## config.mk

```make
export PLATFORM = sky130hd
export DESIGN_NAME = id_issue_stage_flat
export DESIGN_NICKNAME = d
export VERILOG_FILES = /design/src/rtl/id_issue_stage_pkg.sv /design/src/rtl/id_issue_stage_if.sv /design/src/rtl/id_scoreboard.sv /design/src/rtl/id_issue_stage.sv /design/src/flat_wrapper.sv
export SDC_FILE = /design/constraint.sdc
export NUM_CORES = 2
export LEC_CHECK = 0
export ABC_CLOCK_PERIOD_IN_PS = 4000
export CAP_MARGIN = 20
export CORE_UTILIZATION = 55
export CTS_CLUSTER_DIAMETER = 30
export DETAILED_ROUTE_END_ITERATION = 7
export GPL_TIMING_DRIVEN = 0
export HOLD_SLACK_MARGIN = 0.03
export PLACE_DENSITY_LB_ADDON = 0.05
export SYNTH_ARGS = -nofsm -noshare
export SYNTH_HDL_FRONTEND = slang
export SYNTH_SLANG_ARGS = --single-unit
```

## constraint.sdc

```tcl
create_clock -name clk -period 4 [get_ports clk]
set_input_delay 0.8 -clock clk [delete_from_list [all_inputs] [get_ports clk]]
set_output_delay 0.8 -clock clk [all_outputs]
set_load 0.005 [all_outputs]
```

## src/rtl/id_issue_stage_pkg.sv

```systemverilog
// Shared types and defaults for the decode/issue stage and its scoreboard.
package id_issue_stage_pkg;

   localparam int ISSUE_ADD_WIDTH  = 5;
   localparam int ISSUE_NUM_REG    = 32;
   localparam int ISSUE_CTRL_WIDTH = 32;

   typedef struct packed {
      logic [31:0]                  pc;
      logic [ISSUE_ADD_WIDTH-1:0]   rd_add;
      logic                         rd_wr;
      logic                         long;
      logic [ISSUE_CTRL_WIDTH-1:0]  ctrl;
   } issue_bundle_t;

   typedef enum logic [1:0] {
      STALL_NONE,
      STALL_SB,
      STALL_OUT_LONG,
      STALL_DOWNSTREAM
   } stall_reason_e;

endpackage

```

## src/rtl/id_issue_stage_if.sv

```systemverilog
// Decoder-side and EX-side handshake bundle of the issue stage.
// The stage connects through the slave modport; its environment uses master.
interface id_issue_stage_if
   import id_issue_stage_pkg::*;
#(
   parameter int DATA_WIDTH = 32,
   parameter int ADD_WIDTH  = ISSUE_ADD_WIDTH,
   parameter int NUM_RS     = 2,
   parameter int CTRL_WIDTH = ISSUE_CTRL_WIDTH
) ();

   logic                         in_valid;
   logic                         in_ready;
   logic [31:0]                  in_pc;
   logic [NUM_RS*ADD_WIDTH-1:0]  in_rs_add;
   logic [NUM_RS-1:0]            in_rs_used;
   logic [ADD_WIDTH-1:0]         in_rd_add;
   logic                         in_rd_wr;
   logic                         in_long;
   logic [CTRL_WIDTH-1:0]        in_ctrl;

   logic                         out_valid;
   logic                         out_ready;
   logic [31:0]                  out_pc;
   logic [NUM_RS*ADD_WIDTH-1:0]  out_rs_add;
   logic [NUM_RS*DATA_WIDTH-1:0] out_rs_data;
   logic [ADD_WIDTH-1:0]         out_rd_add;
   logic                         out_rd_wr;
   logic                         out_long;
   logic [CTRL_WIDTH-1:0]        out_ctrl;

   modport slave (
      input  in_valid, in_pc, in_rs_add, in_rs_used, in_rd_add, in_rd_wr, in_long, in_ctrl,
      input  out_ready,
      output in_ready,
      output out_valid, out_pc, out_rs_add, out_rs_data, out_rd_add, out_rd_wr, out_long, out_ctrl
   );

   modport master (
      output in_valid, in_pc, in_rs_add, in_rs_used, in_rd_add, in_rd_wr, in_long, in_ctrl,
      output out_ready,
      input  in_ready,
      input  out_valid, out_pc, out_rs_add, out_rs_data, out_rd_add, out_rd_wr, out_long, out_ctrl
   );

endinterface

```

## src/rtl/id_scoreboard.sv

```systemverilog
// Pending-writeback scoreboard for long-latency results, with one query per source port.
// A writeback clearing the queried register this cycle is not reported as a hit.
module id_scoreboard
   import id_issue_stage_pkg::*;
#(
   parameter int NUM_REG   = ISSUE_NUM_REG,
   parameter int ADD_WIDTH = ISSUE_ADD_WIDTH,
   parameter int NUM_RS    = 2
) (
   input  logic                        clk,
   input  logic                        rst,
   input  logic                        set_en,
   input  logic [ADD_WIDTH-1:0]        set_add,
   input  logic                        clr_en,
   input  logic [ADD_WIDTH-1:0]        clr_add,
   input  logic [NUM_RS*ADD_WIDTH-1:0] q_add,
   input  logic [NUM_RS-1:0]           q_used,
   output logic [NUM_RS-1:0]           q_hit,
   output logic                        busy
);

   logic [NUM_REG-1:0] sb_q;
   logic [NUM_REG-1:0] sb_d;

   // Set is applied after clear so a same-register set/clear leaves the bit set.
   always_comb begin
      sb_d = sb_q;
      if (clr_en) sb_d[clr_add] = 1'b0;
      if (set_en) sb_d[set_add] = 1'b1;
      sb_d[0] = 1'b0;
   end

   always_ff @(posedge clk) begin
      if (rst) sb_q <= '0;
      else     sb_q <= sb_d;
   end

   for (genvar gi = 0; gi < NUM_RS; gi++) begin : g_query
      logic [ADD_WIDTH-1:0] add;
      assign add       = q_add[gi*ADD_WIDTH +: ADD_WIDTH];
      assign q_hit[gi] = q_used[gi] && (add != '0) && sb_q[add] && !(clr_en && (clr_add == add));
   end

   assign busy = |sb_q;

endmodule

```

## src/rtl/id_issue_stage.sv

```systemverilog
// Decode/issue stage: register file, WB bypass, load-use scoreboard, one output register to EX.
// Optional stall counter output perf_stall_cnt is built when ID_ISSUE_PERF_EN is defined.
module id_issue_stage
   import id_issue_stage_pkg::*;
#(
   parameter int DATA_WIDTH = 32,
   parameter int NUM_REG    = ISSUE_NUM_REG,
   parameter int ADD_WIDTH  = ISSUE_ADD_WIDTH,
   parameter int NUM_RS     = 2,
   parameter int CTRL_WIDTH = ISSUE_CTRL_WIDTH
) (
   input  logic                  clk,
   input  logic                  rst,
   input  logic                  flush,
   id_issue_stage_if.slave       bus,
   input  logic                  wb_valid,
   input  logic [ADD_WIDTH-1:0]  wb_rd_add,
   input  logic [DATA_WIDTH-1:0] wb_data,
   output logic                  sb_busy
`ifdef ID_ISSUE_PERF_EN
   ,
   output logic [31:0]           perf_stall_cnt
`endif
);

   logic [DATA_WIDTH-1:0]        rf_q [NUM_REG];
   logic [DATA_WIDTH-1:0]        rf_d [NUM_REG];

   logic                         out_valid_q,   out_valid_d;
   logic [31:0]                  out_pc_q,      out_pc_d;
   logic [NUM_RS*ADD_WIDTH-1:0]  out_rs_add_q,  out_rs_add_d;
   logic [NUM_RS*DATA_WIDTH-1:0] out_rs_data_q, out_rs_data_d;
   logic [ADD_WIDTH-1:0]         out_rd_add_q,  out_rd_add_d;
   logic                         out_rd_wr_q,   out_rd_wr_d;
   logic                         out_long_q,    out_long_d;
   logic [CTRL_WIDTH-1:0]        out_ctrl_q,    out_ctrl_d;

   logic [ADD_WIDTH-1:0]         rs_add   [NUM_RS];
   logic [ADD_WIDTH-1:0]         held_add [NUM_RS];
   logic [DATA_WIDTH-1:0]        rd_val   [NUM_RS];
   logic [NUM_RS-1:0]            long_hit;
   logic [NUM_RS-1:0]            sb_hit;
   stall_reason_e                stall_reason;
   logic                         in_ready;
   logic                         accept;
   logic                         hold;
   logic                         wb_wr;
   logic                         sb_set;

   assign wb_wr = wb_valid && (wb_rd_add != '0);

   always_comb begin
      rf_d = rf_q;
      if (wb_wr) rf_d[wb_rd_add] = wb_data;
   end

   always_ff @(posedge clk) begin
      if (rst) begin
         for (int i = 0; i < NUM_REG; i++) rf_q[i] <= '0;
      end else begin
         rf_q <= rf_d;
      end
   end

   for (genvar gi = 0; gi < NUM_RS; gi++) begin : g_port
      assign rs_add[gi]   = bus.in_rs_add[gi*ADD_WIDTH +: ADD_WIDTH];
      assign held_add[gi] = out_rs_add_q[gi*ADD_WIDTH +: ADD_WIDTH];
      assign rd_val[gi]   = (rs_add[gi] == '0)                      ? '0      :
                            (wb_valid && (wb_rd_add == rs_add[gi])) ? wb_data :
                                                                      rf_q[rs_add[gi]];
      // The instruction in the output register has not issued yet, so the scoreboard cannot see it.
      assign long_hit[gi] = bus.in_rs_used[gi] && (rs_add[gi] != '0) && out_valid_q &&
                            out_long_q && out_rd_wr_q && (out_rd_add_q == rs_add[gi]);
   end

   assign sb_set = out_valid_q && bus.out_ready && !flush && out_long_q && out_rd_wr_q &&
                   (out_rd_add_q != '0);

   id_scoreboard #(
      .NUM_REG   (NUM_REG),
      .ADD_WIDTH (ADD_WIDTH),
      .NUM_RS    (NUM_RS)
   ) u_scoreboard (
      .clk     (clk),
      .rst     (rst),
      .set_en  (sb_set),
      .set_add (out_rd_add_q),
      .clr_en  (wb_valid),
      .clr_add (wb_rd_add),
      .q_add   (bus.in_rs_add),
      .q_used  (bus.in_rs_used),
      .q_hit   (sb_hit),
      .busy    (sb_busy)
   );

   always_comb begin
      stall_reason = STALL_NONE;
      if (|sb_hit)                             stall_reason = STALL_SB;
      else if (|long_hit)                      stall_reason = STALL_OUT_LONG;
      else if (out_valid_q && !bus.out_ready)  stall_reason = STALL_DOWNSTREAM;
   end

   assign in_ready = !flush && (stall_reason == STALL_NONE);
   assign accept   = bus.in_valid && in_ready;
   assign hold     = out_valid_q && !bus.out_ready;

   always_comb begin
      out_valid_d   = out_valid_q;
      out_pc_d      = out_pc_q;
      out_rs_add_d  = out_rs_add_q;
      out_rs_data_d = out_rs_data_q;
      out_rd_add_d  = out_rd_add_q;
      out_rd_wr_d   = out_rd_wr_q;
      out_long_d    = out_long_q;
      out_ctrl_d    = out_ctrl_q;
      if (accept) begin
         out_valid_d  = 1'b1;
         out_pc_d     = bus.in_pc;
         out_rs_add_d = bus.in_rs_add;
         out_rd_add_d = bus.in_rd_add;
         out_rd_wr_d  = bus.in_rd_wr;
         out_long_d   = bus.in_long;
         out_ctrl_d   = bus.in_ctrl;
         for (int i = 0; i < NUM_RS; i++) out_rs_data_d[i*DATA_WIDTH +: DATA_WIDTH] = rd_val[i];
      end else begin
         if (bus.out_ready || flush) out_valid_d = 1'b0;
         // Keep stalled operands coherent with writebacks that land while EX is busy.
         if (hold) begin
            for (int i = 0; i < NUM_RS; i++) begin
               if (wb_valid && (held_add[i] != '0) && (wb_rd_add == held_add[i]))
                  out_rs_data_d[i*DATA_WIDTH +: DATA_WIDTH] = wb_data;
            end
         end
      end
   end

   always_ff @(posedge clk) begin
      if (rst) begin
         out_valid_q   <= 1'b0;
         out_pc_q      <= '0;
         out_rs_add_q  <= '0;
         out_rs_data_q <= '0;
         out_rd_add_q  <= '0;
         out_rd_wr_q   <= 1'b0;
         out_long_q    <= 1'b0;
         out_ctrl_q    <= '0;
      end else begin
         out_valid_q   <= out_valid_d;
         out_pc_q      <= out_pc_d;
         out_rs_add_q  <= out_rs_add_d;
         out_rs_data_q <= out_rs_data_d;
         out_rd_add_q  <= out_rd_add_d;
         out_rd_wr_q   <= out_rd_wr_d;
         out_long_q    <= out_long_d;
         out_ctrl_q    <= out_ctrl_d;
      end
   end

   assign bus.in_ready    = in_ready;
   assign bus.out_valid   = out_valid_q;
   assign bus.out_pc      = out_pc_q;
   assign bus.out_rs_add  = out_rs_add_q;
   assign bus.out_rs_data = out_rs_data_q;
   assign bus.out_rd_add  = out_rd_add_q;
   assign bus.out_rd_wr   = out_rd_wr_q;
   assign bus.out_long    = out_long_q;
   assign bus.out_ctrl    = out_ctrl_q;

`ifdef ID_ISSUE_PERF_EN
   logic [31:0] perf_q, perf_d;

   always_comb begin
      perf_d = perf_q;
      if (bus.in_valid && !in_ready && !flush && (perf_q != 32'hFFFF_FFFF)) perf_d = perf_q + 32'd1;
   end

   always_ff @(posedge clk) begin
      if (rst) perf_q <= '0;
      else     perf_q <= perf_d;
   end

   assign perf_stall_cnt = perf_q;
`endif

endmodule

```

## src/flat_wrapper.sv

```systemverilog
// flat-port wrapper written by rule: the top's interface ports become plain ports
module id_issue_stage_flat import id_issue_stage_pkg::*;
#(
   parameter int DATA_WIDTH = 32,
   parameter int NUM_REG    = ISSUE_NUM_REG,
   parameter int ADD_WIDTH  = ISSUE_ADD_WIDTH,
   parameter int NUM_RS     = 2,
   parameter int CTRL_WIDTH = ISSUE_CTRL_WIDTH
)
  (clk, rst, flush, wb_valid, wb_rd_add, wb_data, sb_busy, bus_in_valid, bus_in_pc, bus_in_rs_add, bus_in_rs_used, bus_in_rd_add, bus_in_rd_wr, bus_in_long, bus_in_ctrl, bus_out_ready, bus_in_ready, bus_out_valid, bus_out_pc, bus_out_rs_add, bus_out_rs_data, bus_out_rd_add, bus_out_rd_wr, bus_out_long, bus_out_ctrl);
  id_issue_stage_if #(.DATA_WIDTH(DATA_WIDTH), .ADD_WIDTH(ADD_WIDTH), .NUM_RS(NUM_RS), .CTRL_WIDTH(CTRL_WIDTH)) bus_i ();
  input  logic clk;
  input  logic rst;
  input  logic flush;
  input  logic wb_valid;
  input  logic [ADD_WIDTH-1:0] wb_rd_add;
  input  logic [DATA_WIDTH-1:0] wb_data;
  output logic sb_busy;
  input wire logic [$bits(bus_i.in_valid)-1:0] bus_in_valid;
  input wire logic [$bits(bus_i.in_pc)-1:0] bus_in_pc;
  input wire logic [$bits(bus_i.in_rs_add)-1:0] bus_in_rs_add;
  input wire logic [$bits(bus_i.in_rs_used)-1:0] bus_in_rs_used;
  input wire logic [$bits(bus_i.in_rd_add)-1:0] bus_in_rd_add;
  input wire logic [$bits(bus_i.in_rd_wr)-1:0] bus_in_rd_wr;
  input wire logic [$bits(bus_i.in_long)-1:0] bus_in_long;
  input wire logic [$bits(bus_i.in_ctrl)-1:0] bus_in_ctrl;
  input wire logic [$bits(bus_i.out_ready)-1:0] bus_out_ready;
  output wire logic [$bits(bus_i.in_ready)-1:0] bus_in_ready;
  output wire logic [$bits(bus_i.out_valid)-1:0] bus_out_valid;
  output wire logic [$bits(bus_i.out_pc)-1:0] bus_out_pc;
  output wire logic [$bits(bus_i.out_rs_add)-1:0] bus_out_rs_add;
  output wire logic [$bits(bus_i.out_rs_data)-1:0] bus_out_rs_data;
  output wire logic [$bits(bus_i.out_rd_add)-1:0] bus_out_rd_add;
  output wire logic [$bits(bus_i.out_rd_wr)-1:0] bus_out_rd_wr;
  output wire logic [$bits(bus_i.out_long)-1:0] bus_out_long;
  output wire logic [$bits(bus_i.out_ctrl)-1:0] bus_out_ctrl;
  assign bus_i.in_valid = bus_in_valid;
  assign bus_i.in_pc = bus_in_pc;
  assign bus_i.in_rs_add = bus_in_rs_add;
  assign bus_i.in_rs_used = bus_in_rs_used;
  assign bus_i.in_rd_add = bus_in_rd_add;
  assign bus_i.in_rd_wr = bus_in_rd_wr;
  assign bus_i.in_long = bus_in_long;
  assign bus_i.in_ctrl = bus_in_ctrl;
  assign bus_i.out_ready = bus_out_ready;
  assign bus_in_ready = bus_i.in_ready;
  assign bus_out_valid = bus_i.out_valid;
  assign bus_out_pc = bus_i.out_pc;
  assign bus_out_rs_add = bus_i.out_rs_add;
  assign bus_out_rs_data = bus_i.out_rs_data;
  assign bus_out_rd_add = bus_i.out_rd_add;
  assign bus_out_rd_wr = bus_i.out_rd_wr;
  assign bus_out_long = bus_i.out_long;
  assign bus_out_ctrl = bus_i.out_ctrl;
  id_issue_stage #(.DATA_WIDTH(DATA_WIDTH), .NUM_REG(NUM_REG), .ADD_WIDTH(ADD_WIDTH), .NUM_RS(NUM_RS), .CTRL_WIDTH(CTRL_WIDTH)) u_core (.clk(clk), .rst(rst), .flush(flush), .bus(bus_i), .wb_valid(wb_valid), .wb_rd_add(wb_rd_add), .wb_data(wb_data), .sb_busy(sb_busy));
endmodule
```

# Yosys cells after proc, flatten, opt, wreduce, memory -nomap -nowiden
# Cells that the tools add are included.
# op_classes
addsub,0
mul,0
div,0
magnitude_cmp,10
eq_ne,6
shift,0
muxes,32
bitwise,6
n_reduce_logical,55
# op_table
op,count
$bwmux 1024,1
$mux 32,13
$bmux 32 s5,2
$demux 32 s5,1
$mux 64,2
$and 32x32->32,1
$logic_and 1x1->1,32
$not 32->32,1
$or 32x32->32,1
$reduce_or 32->1,1
$eq 5x5->1,6
$reduce_bool 5->1,6
$lt 5x6->1 const B,4
$ge 6x6->1 const B,3
$not 5->6,3
$bmux 1 s5,2
$demux 1 s5,2
$ge 5x1->1 const B,2
$logic_not 5->1,2
$reduce_bool 2->1,4
$lt 6x1->1 const B,1
$mux 1,6
$mux 2,3
$logic_not 1->1,4
other kinds (4),6
# word_totals
ff_bits,1202
latchBits,0
ram_bits,0
romBits,0
word_cells,152
mem_count,0

# Depth between registers and ports, before layout
# depth
ltp_word,14
depth_mapped,13

# Modules after synthesis
# A second synthesis with hierarchy kept.
# hier_totals
cells_unflattened,6926
hier_area_um2,59229.3
# modules_own_cells
module,n_inst,cells_each,area_per_inst_um2,seq_area_each_um2
id_issue_stage,1,6685,57177.3,23422.5
id_scoreboard,1,241,2052.0,620.6

# Least setup slack after synthesis
# OpenSTA, ideal clock, no wires.
# synth_path
kind,input to register
startpoint,input port bus_in_rs_add[0]
endpoint,register u_core.out_rs_data_q[11] (netlist: u_core.bus.out_rs_data[11])
arrival_time_ns,3.235
required_time_ns,3.866
path_slack_ns,0.631
path_stages,10
path_buffers,4
path_cell_list,buf_4 buf_2 buf_2 buf_1 mux4_2 mux4_2 mux2i_1 nor2_1 a21oi_1 o22ai_1
# synth_via
elab_chain_len,14
elab_cells_between_ends,32
# synth_rtl
element,line,rtl
start: declaration,flat_wrapper.sv:21,input wire logic [$bits(bus_i.in_rs_add)-1:0] bus_in_rs_add;
branches (longest 14 deep; another with $bmux 1 s5),--,
end signal: assignment,id_issue_stage.sv:151,out_rs_data_q <= out_rs_data_d;
end: declaration,id_issue_stage.sv:32,"logic [NUM_RS*DATA_WIDTH-1:0] out_rs_data_q, out_rs_data_d;"
# Several ways; the timed one is not identified. The select of a mux whose other input is x is not followed.
# A chain may end at the register's enable or synchronous reset.

# Final worst setup path
# layout_path
startpoint,input port bus_in_rs_add[6]
endpoint,register u_core.out_rs_data_q[63] (netlist: u_core.bus.out_rs_data[63])
# The elaborated chain is that of the path after synthesis.

==> impl_metrics.ini <==
[run_status]
status = complete, but fails checks
violations = DRC, setup timing

[synthesis]
yosys_warnings = 0
synthesis.nets = 6569
synth_compound_area_frac = 0.112
synthCells = 6443
synth_xor_area_frac = 0.00413
synth_top_area_frac = 0.405
synth_edf_count = 0
ys.flop_type = dfxtp_1
synth.most_common_cell = nand2_1
synth_common_cells = 2,045 x nand2_1, 1,201 x dfxtp_1, 1,054 x a21oi_1, 624 x mux4_2, 534 x clkbuf_1
ys_types = 57
syn-mean-instance-area_um2 = 9.22
synth_top_family_by_area = multiplexers
synth-adder-area-share = 0
netlist_area_um2 = 59400
synth.area.mux_share = 0.273
synth-simple-area-share = 0.159
synth-seq-cells = 1201
yosysSeqAreaShare = 0.405
yosysTopAreaCell = dfxtp_1
ys_async_sr_fraction = 0
synth_area_leaders = dfxtp_1 40%, mux4_2 24%, nand2_1 13%

[setup_path]
required_ns = 4.75
cp_max_fo = 10
path_cells = dlygate4sd2_1 -> buf_6 -> buf_4 -> buf_4 -> buf_4 -> buf_4 -> mux2i_2 -> a21oi_1 -> a21oi_1 -> a211oi_1 -> a21o_1
crit_family = buffers and inverters
cp-start-kind = input pin
path_depth = 11
reg2regPathDepth = 10
arrival_ns = 4.98
cp-startpoint = bus_in_rs_add[6]
endpoint_kind = flip-flop
critPathMaxStageDelay_ns = 0.63
crit_buf_inv = 6
crit_top_cell = buf_4
cpMaxStageDelayCell = a21oi_1
path_class = input pin to flip-flop
crit-reg2reg-launch = u_core.bus.out_rd_add[4]

[run]
drv_cap = 0

[clock_tree]
cts_root_buf = clkbuf_16
clkTransAtPathRegs_ns = 0.04
cts_tree = done
cts_buffers = 296
cts_buffer_depth = 4
clock_latency_ns = 0.89
cts_hold_buf = 0
cts_max_level = 5
cts.sinks = 1201

[grt]
overflow = 0
grt_use_total = 0.515
antenna_found_initial = 35
grt_pass1_wl_um = 392000
grt_start_max_net_pins = 17
grt_pass1_vias = 54235

[routing]
wl_um = 286000
drt_first_pass_iters = 8
wl_per_cell_um = 33.2
antenna_left = 0
avgViaCountPerCell = 6.74
drt_iter0_drc = 9873
num_vias = 58170
drcViolationCount = 1

[power_and_ir_drop]
power.leakage_nw = 25.9
cellPowerDensity_nw_per_um2 = 531
ir_drop_mv = 0.571

[floorplanning]
die_h_um = 331
die_area_um2 = 109000
num_rows = 120
core_area_um2 = 107000
start_util = 0.555
die_w_um = 331
io_pins = 274

[sta]
timing.final.crit_share = 1.06
rsz0062_at_grt = yes
max_slew_margin = 0.0894
drv_slew = 0
tightest_slew_ns = 1.37
max_freq_mhz = 237
hold_viol = 0
totalNegativeSetupSlack_ns = -1.66
finClkSkew_ns = 0.0380
fin_crit_ns = 4.22
finalSetupViolCount = 24
setup_ws_ns = -0.223

[final_layout]
fill_cells = 8389
fin_util = 0.694
multi_input_area_um2 = 32600
layout-drive-gt1-share = 0.178
layout.nets = 7131
regArea_um2 = 24000
area_growth_pct = 25.0

[placement]
gp_congestion = 1.10
port_buffers = 234
dpl.hpwl_um = 217000

[worst_hold_path]
worstHoldPathCells = 3
min_from = wb_data[19]
hold_path_class = input pin to flip-flop
-- registers in the layout (all words and copies together) (netlist names) --
name / count
u_core.bus.out_valid: 1
u_core.bus.out_long: 1
u_core.bus.out_pc: 32
u_core.bus.out_rd_add: 5
u_core.u_scoreboard.sb_q: 31
u_core.bus.out_rs_data: 64
u_core.rf_q: 1024
u_core.bus.out_rd_wr: 1
u_core.bus.out_rs_add: 10
u_core.bus.out_ctrl: 32
-- stage by stage --
stage                     setup slack (ns)  hold slack (ns)  instance area (um2)  total power [mW]  std cells
after floorplan                      0.631            0.443                59400              13.7       6443
after global placement               -2.02            0.449                63500              14.9       8080
after detailed placement             -2.01            0.458                63900              15.0       8105
after CTS                          0.00859            0.352                74100              39.1       8615
after global routing               -0.0706            0.391                74200              39.9       8619
final                               -0.223            0.378                74300              39.4       8630
-- what timing repair did --
| item | in CTS | in global routing |
|---|---|---|
| setup endpoints to repair | 147 | 34 |
| gates resized for setup | 65 | 24 |
| pin swaps | 1 | 1 |
| buffers inserted | 3 | 0 |
-- where the power goes --
| part | internal, mW | switching [mW] |
|---|---|---|
| Sequential | 12.1 | 0.0973 |
| Combinational | 0.829 | 1.89 |
| Clock | 17.0 | 7.54 |
| Total | 29.9 | 9.54 |
-- cell usage in the layout (no fill, tap or decap), types with 9 or more instances in the layout --
cell             Yosys  routed
buf_8                0      24
clkinv_2             0      42
buf_1               56      46
nor4_1              15      14
buf_2               71      57
inv_6                0       9
mux2i_1            191     183
o21ai_0             34      34
dfxtp_1           1201    1201
diode_2              0      13
o22ai_1             51      51
clkbuf_8             0      31
a211oi_1            27      27
a21oi_1           1054    1053
a31oi_1             11      11
clkbuf_1           534     549
clkdlybuf4s50_1      0     230
bufinv_16            0      42
clkbuf_2             3      23
clkbuf_16            0     302
inv_1               19      19
mux4_2             624     624
nand2_1           2045    2045
or3_1               13      13
xor2_1              14      14
a22oi_1             32      32
clkinv_4             0      15
nor2_1             231     231
xnor2_1             14      14
a21o_1              18      18
buf_4               15      28
mux2_2              20      20
clkinvlp_4           0      24
nor2b_1             49      49
nand3_1             14      14
-- routing by layer --
layer / part of all wire / vias to the layer above / global-route usage
met3: 0.17 / 1188 / 0.261
met5: 0.0029 / - / 0.0430
met1: 0.34 / 28073 / 0.611
met2: 0.41 / 5076 / 0.710
met4: 0.081 / 38 / 0.371
li1: - / 23795 / -
-- worst paths after layout --
kind	to	slack, ns
worst max-delay path	u_core.bus.out_rs_data[63]	-0.22
worst min-delay path	u_core.rf_q[723]	0.38
worst min register to register	u_core.rf_q[718]	0.47
worst max register to register	u_core.bus.out_rs_data[56]	0.24
-- layout make-up --
| class | count | area share |
|---|---|---|
| repair buffers | 266 | 0.0379 |
| inverters | 20 | 0.00108 |
| clock inverters | 136 | 0.0260 |
| plain buffers | 677 | 0.0383 |
| flip-flops and latches | 1201 | 0.324 |
| well taps | 1403 | 0.0236 |
| multi-input cells | 4543 | 0.439 |
| diodes | 13 | 0.000438 |
| clock buffers | 371 | 0.109 |
-- cell families after synthesis --
kind of cell | Yosys count
AND/OR/NAND/NOR | 2421
AO/OA/AOI/OAI | 1259
flip-flops | 1201
multiplexers | 835
buffers and inverters | 699
XOR/XNOR | 28
-- tightest hold or removal path, cell delays in order --
cell	delay, ns
clkbuf_2	0.23
nand2_1	0.12
a21oi_1	0.06
No activity file was read; power rests on OpenSTA's default activity.
